[src/rtl/cmlk_pulse_gen_pkg.sv]
// Shared timing definitions for the cmlk pulse/timing generators.
// Holds the FSM state encoding and the default counter width.
package cmlk_pulse_gen_pkg;

    localparam int CMLK_CNT_W = 16;

    typedef enum logic [1:0] {
        ST_IDLE     = 2'd0,
        ST_DELAY    = 2'd1,
        ST_ACTIVE   = 2'd2,
        ST_INACTIVE = 2'd3
    } pg_state_t;

endpackage

[src/rtl/cmlk_pulse_gen_if.sv]
// Control and pulse-output bundle between a controller and cmlk_pulse_gen.
// The controller drives the master side; the generator uses the slave side.
interface cmlk_pulse_gen_if
    import cmlk_pulse_gen_pkg::*;
#(
    parameter int CNT_W = CMLK_CNT_W
);
    logic             trig;
    logic             stop;
    logic             polarity;
    logic [CNT_W-1:0] delay;
    logic [CNT_W-1:0] width;
    logic [CNT_W-1:0] period;
    logic [CNT_W-1:0] count;
    logic             sig;
    logic             busy;
    logic             done;

    modport master (
        output trig, stop, polarity, delay, width, period, count,
        input  sig, busy, done
    );

    modport slave (
        input  trig, stop, polarity, delay, width, period, count,
        output sig, busy, done
    );
endinterface

[src/rtl/cmlk_phase_cnt.sv]
// Phase down-counter: load has priority over decrement, holds at zero.
// zero is combinational from the count register (no extra latency).
module cmlk_phase_cnt #(
    parameter int CNT_W = 16
) (
    input  logic             clk,
    input  logic             rst_n,
    input  logic             load,
    input  logic [CNT_W-1:0] load_val,
    input  logic             dec,
    output logic             zero
);
    logic [CNT_W-1:0] cnt;

    always_ff @(posedge clk) begin
        if (!rst_n) begin
            cnt <= '0;
        end else if (load) begin
            cnt <= load_val;
        end else if (dec && (cnt != '0)) begin
            cnt <= cnt - {{(CNT_W-1){1'b0}}, 1'b1};
        end
    end

    assign zero = (cnt == '0);
endmodule

[src/rtl/cmlk_pulse_gen.sv]
// Burst pulse generator: delay, then count pulses of width/period; sig, busy, done registered.
// Phase counter is loaded with (phase length - 1); a phase ends on the cycle its counter reads zero.
module cmlk_pulse_gen
    import cmlk_pulse_gen_pkg::*;
#(
    parameter int CNT_W = CMLK_CNT_W
) (
    input  logic              clk,
    input  logic              rst_n,
    cmlk_pulse_gen_if.slave   bus
);
    localparam logic [CNT_W-1:0] ONE = {{(CNT_W-1){1'b0}}, 1'b1};

    function automatic logic [CNT_W-1:0] eff_w(input logic [CNT_W-1:0] w);
        return (w == '0) ? ONE : w;
    endfunction

    // Inactive length minus one; at least one inactive cycle.
    function automatic logic [CNT_W-1:0] inact_m1(input logic [CNT_W-1:0] p,
                                                  input logic [CNT_W-1:0] w);
        logic [CNT_W-1:0] we;
        we = eff_w(w);
        return (p > we) ? (p - we - ONE) : '0;
    endfunction

    pg_state_t        state;
    logic [CNT_W-1:0] s_width, s_period, s_count;
    logic             s_pol;
    logic [CNT_W-1:0] pulse_num;
    logic             sig_q, busy_q, done_q;

    logic             ph_load, ph_dec, ph_zero;
    logic [CNT_W-1:0] ph_val;
    logic             start, abort, last_pulse;

    assign start      = (state == ST_IDLE) && bus.trig && !bus.stop;
    assign abort      = (state != ST_IDLE) && bus.stop;
    assign last_pulse = (s_count != '0) && (pulse_num == s_count);

    // The delay value is captured directly by the phase counter at start.
    always_comb begin
        ph_load = 1'b0;
        ph_dec  = 1'b0;
        ph_val  = '0;
        unique case (state)
            ST_IDLE: begin
                if (start) begin
                    ph_load = 1'b1;
                    ph_val  = (bus.delay == '0) ? (eff_w(bus.width) - ONE) : (bus.delay - ONE);
                end
            end
            ST_DELAY, ST_INACTIVE: begin
                if (ph_zero) begin
                    ph_load = 1'b1;
                    ph_val  = eff_w(s_width) - ONE;
                end else begin
                    ph_dec = 1'b1;
                end
            end
            ST_ACTIVE: begin
                if (ph_zero) begin
                    ph_load = 1'b1;
                    ph_val  = inact_m1(s_period, s_width);
                end else begin
                    ph_dec = 1'b1;
                end
            end
        endcase
        if (abort) begin
            ph_load = 1'b1;
            ph_dec  = 1'b0;
            ph_val  = '0;
        end
    end

    cmlk_phase_cnt #(.CNT_W(CNT_W)) u_phase_cnt (
        .clk      (clk),
        .rst_n    (rst_n),
        .load     (ph_load),
        .load_val (ph_val),
        .dec      (ph_dec),
        .zero     (ph_zero)
    );

    always_ff @(posedge clk) begin
        if (!rst_n) begin
            state     <= ST_IDLE;
            s_width   <= '0;
            s_period  <= '0;
            s_count   <= '0;
            s_pol     <= 1'b0;
            pulse_num <= '0;
            sig_q     <= ~bus.polarity;
            busy_q    <= 1'b0;
            done_q    <= 1'b0;
        end else begin
            done_q <= 1'b0;
            if (abort) begin
                state  <= ST_IDLE;
                sig_q  <= ~s_pol;
                busy_q <= 1'b0;
            end else begin
                unique case (state)
                    ST_IDLE: begin
                        sig_q <= ~bus.polarity;
                        if (start) begin
                            s_width  <= bus.width;
                            s_period <= bus.period;
                            s_count  <= bus.count;
                            s_pol    <= bus.polarity;
                            busy_q   <= 1'b1;
                            if (bus.delay == '0) begin
                                state     <= ST_ACTIVE;
                                sig_q     <= bus.polarity;
                                pulse_num <= ONE;
                            end else begin
                                state <= ST_DELAY;
                            end
                        end
                    end
                    ST_DELAY: begin
                        if (ph_zero) begin
                            state     <= ST_ACTIVE;
                            sig_q     <= s_pol;
                            pulse_num <= ONE;
                        end
                    end
                    ST_ACTIVE: begin
                        if (ph_zero) begin
                            sig_q <= ~s_pol;
                            if (last_pulse) begin
                                state  <= ST_IDLE;
                                busy_q <= 1'b0;
                                done_q <= 1'b1;
                            end else begin
                                state <= ST_INACTIVE;
                            end
                        end
                    end
                    ST_INACTIVE: begin
                        if (ph_zero) begin
                            state     <= ST_ACTIVE;
                            sig_q     <= s_pol;
                            // Saturate so continuous mode never wraps back onto a count match.
                            pulse_num <= (pulse_num == '1) ? pulse_num : (pulse_num + ONE);
                        end
                    end
                endcase
            end
        end
    end

    assign bus.sig  = sig_q;
    assign bus.busy = busy_q;
    assign bus.done = done_q;
endmodule
[src/flat_wrapper.sv]
// flat-port wrapper written by rule: the top's interface ports become plain ports
module cmlk_pulse_gen_flat import cmlk_pulse_gen_pkg::*;
#(
    parameter int CNT_W = CMLK_CNT_W
)
  (clk, rst_n, bus_trig, bus_stop, bus_polarity, bus_delay, bus_width, bus_period, bus_count, bus_sig, bus_busy, bus_done);
  cmlk_pulse_gen_if #(.CNT_W(CNT_W)) bus_i ();
  input  logic clk;
  input  logic rst_n;
  input wire logic [$bits(bus_i.trig)-1:0] bus_trig;
  input wire logic [$bits(bus_i.stop)-1:0] bus_stop;
  input wire logic [$bits(bus_i.polarity)-1:0] bus_polarity;
  input wire logic [$bits(bus_i.delay)-1:0] bus_delay;
  input wire logic [$bits(bus_i.width)-1:0] bus_width;
  input wire logic [$bits(bus_i.period)-1:0] bus_period;
  input wire logic [$bits(bus_i.count)-1:0] bus_count;
  output wire logic [$bits(bus_i.sig)-1:0] bus_sig;
  output wire logic [$bits(bus_i.busy)-1:0] bus_busy;
  output wire logic [$bits(bus_i.done)-1:0] bus_done;
  assign bus_i.trig = bus_trig;
  assign bus_i.stop = bus_stop;
  assign bus_i.polarity = bus_polarity;
  assign bus_i.delay = bus_delay;
  assign bus_i.width = bus_width;
  assign bus_i.period = bus_period;
  assign bus_i.count = bus_count;
  assign bus_sig = bus_i.sig;
  assign bus_busy = bus_i.busy;
  assign bus_done = bus_i.done;
  cmlk_pulse_gen #(.CNT_W(CNT_W)) u_core (.clk(clk), .rst_n(rst_n), .bus(bus_i));
endmodule
[config.mk]
export PLATFORM = sky130hd
export DESIGN_NAME = cmlk_pulse_gen_flat
export DESIGN_NICKNAME = d
export VERILOG_FILES = /design/src/rtl/cmlk_pulse_gen_pkg.sv /design/src/rtl/cmlk_pulse_gen_if.sv /design/src/rtl/cmlk_phase_cnt.sv /design/src/rtl/cmlk_pulse_gen.sv /design/src/flat_wrapper.sv
export SDC_FILE = /design/constraint.sdc
export NUM_CORES = 1
export LEC_CHECK = 0
export BUFFER_PORTS_ARGS = -buffer_cell sky130_fd_sc_hd__clkbuf_2
export CORE_MARGIN = 2
export CORE_UTILIZATION = 40
export CTS_CLUSTER_SIZE = 12
export DETAILED_ROUTE_END_ITERATION = 16
export GPL_TIMING_DRIVEN = 0
export HOLD_SLACK_MARGIN = 0.02
export SYNTH_ARGS = -nofsm -noshare
export SYNTH_HDL_FRONTEND = slang
export SYNTH_SLANG_ARGS = --single-unit
export TNS_END_PERCENT = 30
[constraint.sdc]
create_clock -name clk -period 4.8 [get_ports clk]
set_input_delay 0.24 -clock clk [delete_from_list [all_inputs] [get_ports clk]]
set_output_delay 0.24 -clock clk [all_outputs]
set_load 0.02 [all_outputs]
==> summary.md <==
| Metric | Value |
|---|---|
| Clock tree from TritonCTS | built |
| Number of max-capacitance violations reported | 0 |
| Most common library cells after synthesis | 140 x sky130_fd_sc_hd__nand2_1, 114 x sky130_fd_sc_hd__a21oi_1, 85 x sky130_fd_sc_hd__dfxtp_1 |
| GR met1 Demand/Resource | 35.7% |
| Hold WC Path Type | primary input to flip-flop |
| RSZ-0062 raised after global routing | false |
| Total global-route track usage | 24.8% |
| Final layout net count | 1039 |
| Overall overflow remaining after global route | 0 |
| Total Routed Length | 20300 um |
| Post-cts gate resize count | 0 |
| Synth Net Count | 957 |
| Setup violators final | 0 |
| Vias after detailed routing | 6602 |
| Count of clock tree sinks | 86 |
| Result of the run | completed |
| Global-route wire length before repair | 32200 um |
| Final hold viol count | 0 |
| Most instantiated library cell after synthesis | sky130_fd_sc_hd__nand2_1 |
| Flip-flop cell with the highest count after synthesis | sky130_fd_sc_hd__dfxtp_1 |
| Final GP Congestion | 0.916 |
| Post-DR wirelength/cell | 17.8 um |
| Critical path fanouts, max | 6 |
| Register clock-pin slew on the reported worst setup and hold paths | 0.07 ns |
| Diodes inserted | 0 |
| Placed wire-length estimate | 15900 um |
| Deepest clock path buffer count | 2 |
| Fraction of the yosys area taken by sequential cells | 28.0% |
| Cell taking the most area after synthesis | sky130_fd_sc_hd__dfxtp_1 |
| Vias in the first global route | 5988 |
| Nature of the critical path endpoint | flip-flop |
| Fraction of registers with async set or reset after synthesis | 0% |
| Launching point of the worst reg2reg path | u_core.s_width[6]$_SDFFE_PN0P_ |
| Met2 usage | 38.1% |
| Top-Level Pins | 72 |
| Number of H-tree levels | 3 |
| Worst clock skew on the final layout | 0.00965 ns |
| Row count | 45 |
| Timing-limited maximum frequency | 0.238 GHz |
| Post-Syn Instances | 864 |
| Internal reg-to-reg setup slack | 0.61 ns |
| Inserted Clock Buffers | 9 |
| Pin count of the biggest net entering global routing | 16 |
| Pre-CTS WS | 0.612 ns |
| Synth cell types | 71 |
| Smallest setup slack after layout | 0.607 ns |
| DRC | 0 |
| Tmin final | 4.19 ns |
| Global routing usage on met3 | 3.41% |
| Post-synth design cell area | 0.00619 mm2 |
| Number of buffers added to fix hold violations after cts | 0 |
| Fraction of final layout cells with drive strength greater than 1 | 11.3% |
| IO buf count | 71 |
| PwrDens | 312 mW/mm2 |
| Leak Pwr | 2.57 nW |
| Die Span Y | 128 um |
| CTS root buffer | sky130_fd_sc_hd__clkbuf_16 |
| Fraction of synthesized cell area taken by the top area cell type | 27.5% |
| Worst endpoint data arrival time | 4.44 ns |
| Maximum vdd drop | 0.185 mV |
| Die area | 0.0165 mm2 |
| Die W | 128 um |
| Mean instance size in the synthesized netlist | 7.16 um2 |
| Worst EP required | 5.05 ns |
| Largest cells by area after synthesis | sky130_fd_sc_hd__dfxtp_1 28%, sky130_fd_sc_hd__a21oi_1 9.2%, sky130_fd_sc_hd__nand2_1 8.5%, sky130_fd_sc_hd__xnor2_1 5.7%, sky130_fd_sc_hd__ha_1 4.7% |
| Class of the most critical setup path | flip-flop to flip-flop |
| Count of buffers added by post-CTS timing repair for setup | 0 |
| Number of antenna violations at the first check in global routing | 0 |
| Fin crit share | 87.4% |
| Launch point of the critical path | u_core.s_width[6]$_SDFFE_PN0P_ |
| Startpoint of the worst hold path | bus_count[7] |
| Gr busiest metal | met2 |
| Antenna Violating Nets Remaining | 0 |
| Relative slew slack | 40.7% |
| Core area | 0.0151 mm2 |
| Critical path startpoint category | flip-flop |
| Slew at the pin closest to its max-slew limit | 0.888 ns |
| Flop and latch count out of synthesis | 86 |
| Number of optimization iterations in the first detailed-route pass | 5 |
| Number of enable flip-flop cells after synthesis | 1 |
| Layout Area Growth over Synthesis | 14.3% |
| Worst skew pair latency | 0.36 ns |
| Effective utilization at floorplan | 40.8% |
| Synth warn | 0 |
| Final slew viol count | 0 |
| First DRT Iteration DRCs | 643 |
| DR vias/cell | 5.80 |
| Setup_tns | 0 ns |
## stage by stage
step	total power (W)	utilization [%]	cell area, um2	hold slack, ns	instances
after floorplan	0.00130	-	6190	0.376	864
after global placement	0.00150	44.7	6780	0.450	1123
after detailed placement	0.00150	44.7	6780	0.455	1123
after CTS	0.00219	46.7	7070	0.0970	1139
after global routing	0.00232	46.7	7070	0.115	1139
final	0.00220	46.7	7070	0.0970	1139
## layer usage
metal	wire, um	share of wire (%)
met2	8870	44
met3	1200	5.9
met4	451	2.2
met1	9760	48
met5	0	0
## kinds of logic after synthesis
kind of cell / after synthesis / share of synthesized area [%]
buf+inv: 77 / 4.75
compound gates: 253 / 25.1
xor+xnor: 45 / 6.37
fa+ha+maj: 24 / 4.98
flops: 86 / 28.0
simple gates: 375 / 30.2
mux: 4 / 0.667
## power breakdown
part           switching (W)  internal, W
registers          0.0000477     0.000759
clock network       0.000320     0.000384
logic               0.000428     0.000265
## worst paths after layout
| kind | endpoint | depth (start not counted) |
|---|---|---|
| worst max-delay path | u_core.u_phase_cnt.cnt[15]$_SDFFE_PN0P_ | 12 |
| worst min-delay path | u_core.s_count[7]$_SDFFE_PN0P_ | 3 |
| worst max register to register | u_core.u_phase_cnt.cnt[15]$_SDFFE_PN0P_ | 12 |
| worst min register to register | u_core.s_period[6]$_SDFFE_PN0P_ | 2 |
## cells in the final DEF, fill, tap and decap left out, drive strengths merged, types with 13 or more instances in the layout
cell,instances
a21oi,115
a31oi,16
clkbuf,119
dfxtp,85
ha,23
inv,38
nand2,140
nand3,26
nand4,14
nor2,66
nor3,31
nor4,17
o21ai,43
or4,13
xnor2,40
## area by class of cell
type | instances | area [um2]
Fill cell | 1594 | 8080
Multi-Input combinational cell | 701 | 4160
Sequential cell | 86 | 1730
Timing Repair Buffer | 71 | 355
Clock buffer | 11 | 253
Tap cell | 188 | 235
Buffer | 42 | 163
Inverter | 35 | 131
Clock inverter | 5 | 38.8
## critical path: stages, from the launching register on
cell and delay (ns):
sky130_fd_sc_hd__dfxtp_1 0.38, sky130_fd_sc_hd__or4_1 0.54, sky130_fd_sc_hd__clkbuf_1 0.17, sky130_fd_sc_hd__nor3_1 0.49, sky130_fd_sc_hd__a31oi_1 0.29, sky130_fd_sc_hd__ha_1 0.29
sky130_fd_sc_hd__a21oi_1 0.20, sky130_fd_sc_hd__o211ai_1 0.19, sky130_fd_sc_hd__o41ai_1 0.73, sky130_fd_sc_hd__o311ai_0 0.24, sky130_fd_sc_hd__xnor2_1 0.22, sky130_fd_sc_hd__nor2_1 0.09
sky130_fd_sc_hd__o221a_2 0.24
## state kept, by name (all words and copies together), names as in the netlist, 2 cells and up
| signal | cells |
|---|---|
| u_core.s_period | 16 |
| u_core.state | 2 |
| u_core.pulse_num | 16 |
| u_core.u_phase_cnt.cnt | 16 |
| u_core.s_count | 16 |
| u_core.s_width | 16 |
No activity file was read; power rests on OpenSTA's default activity.
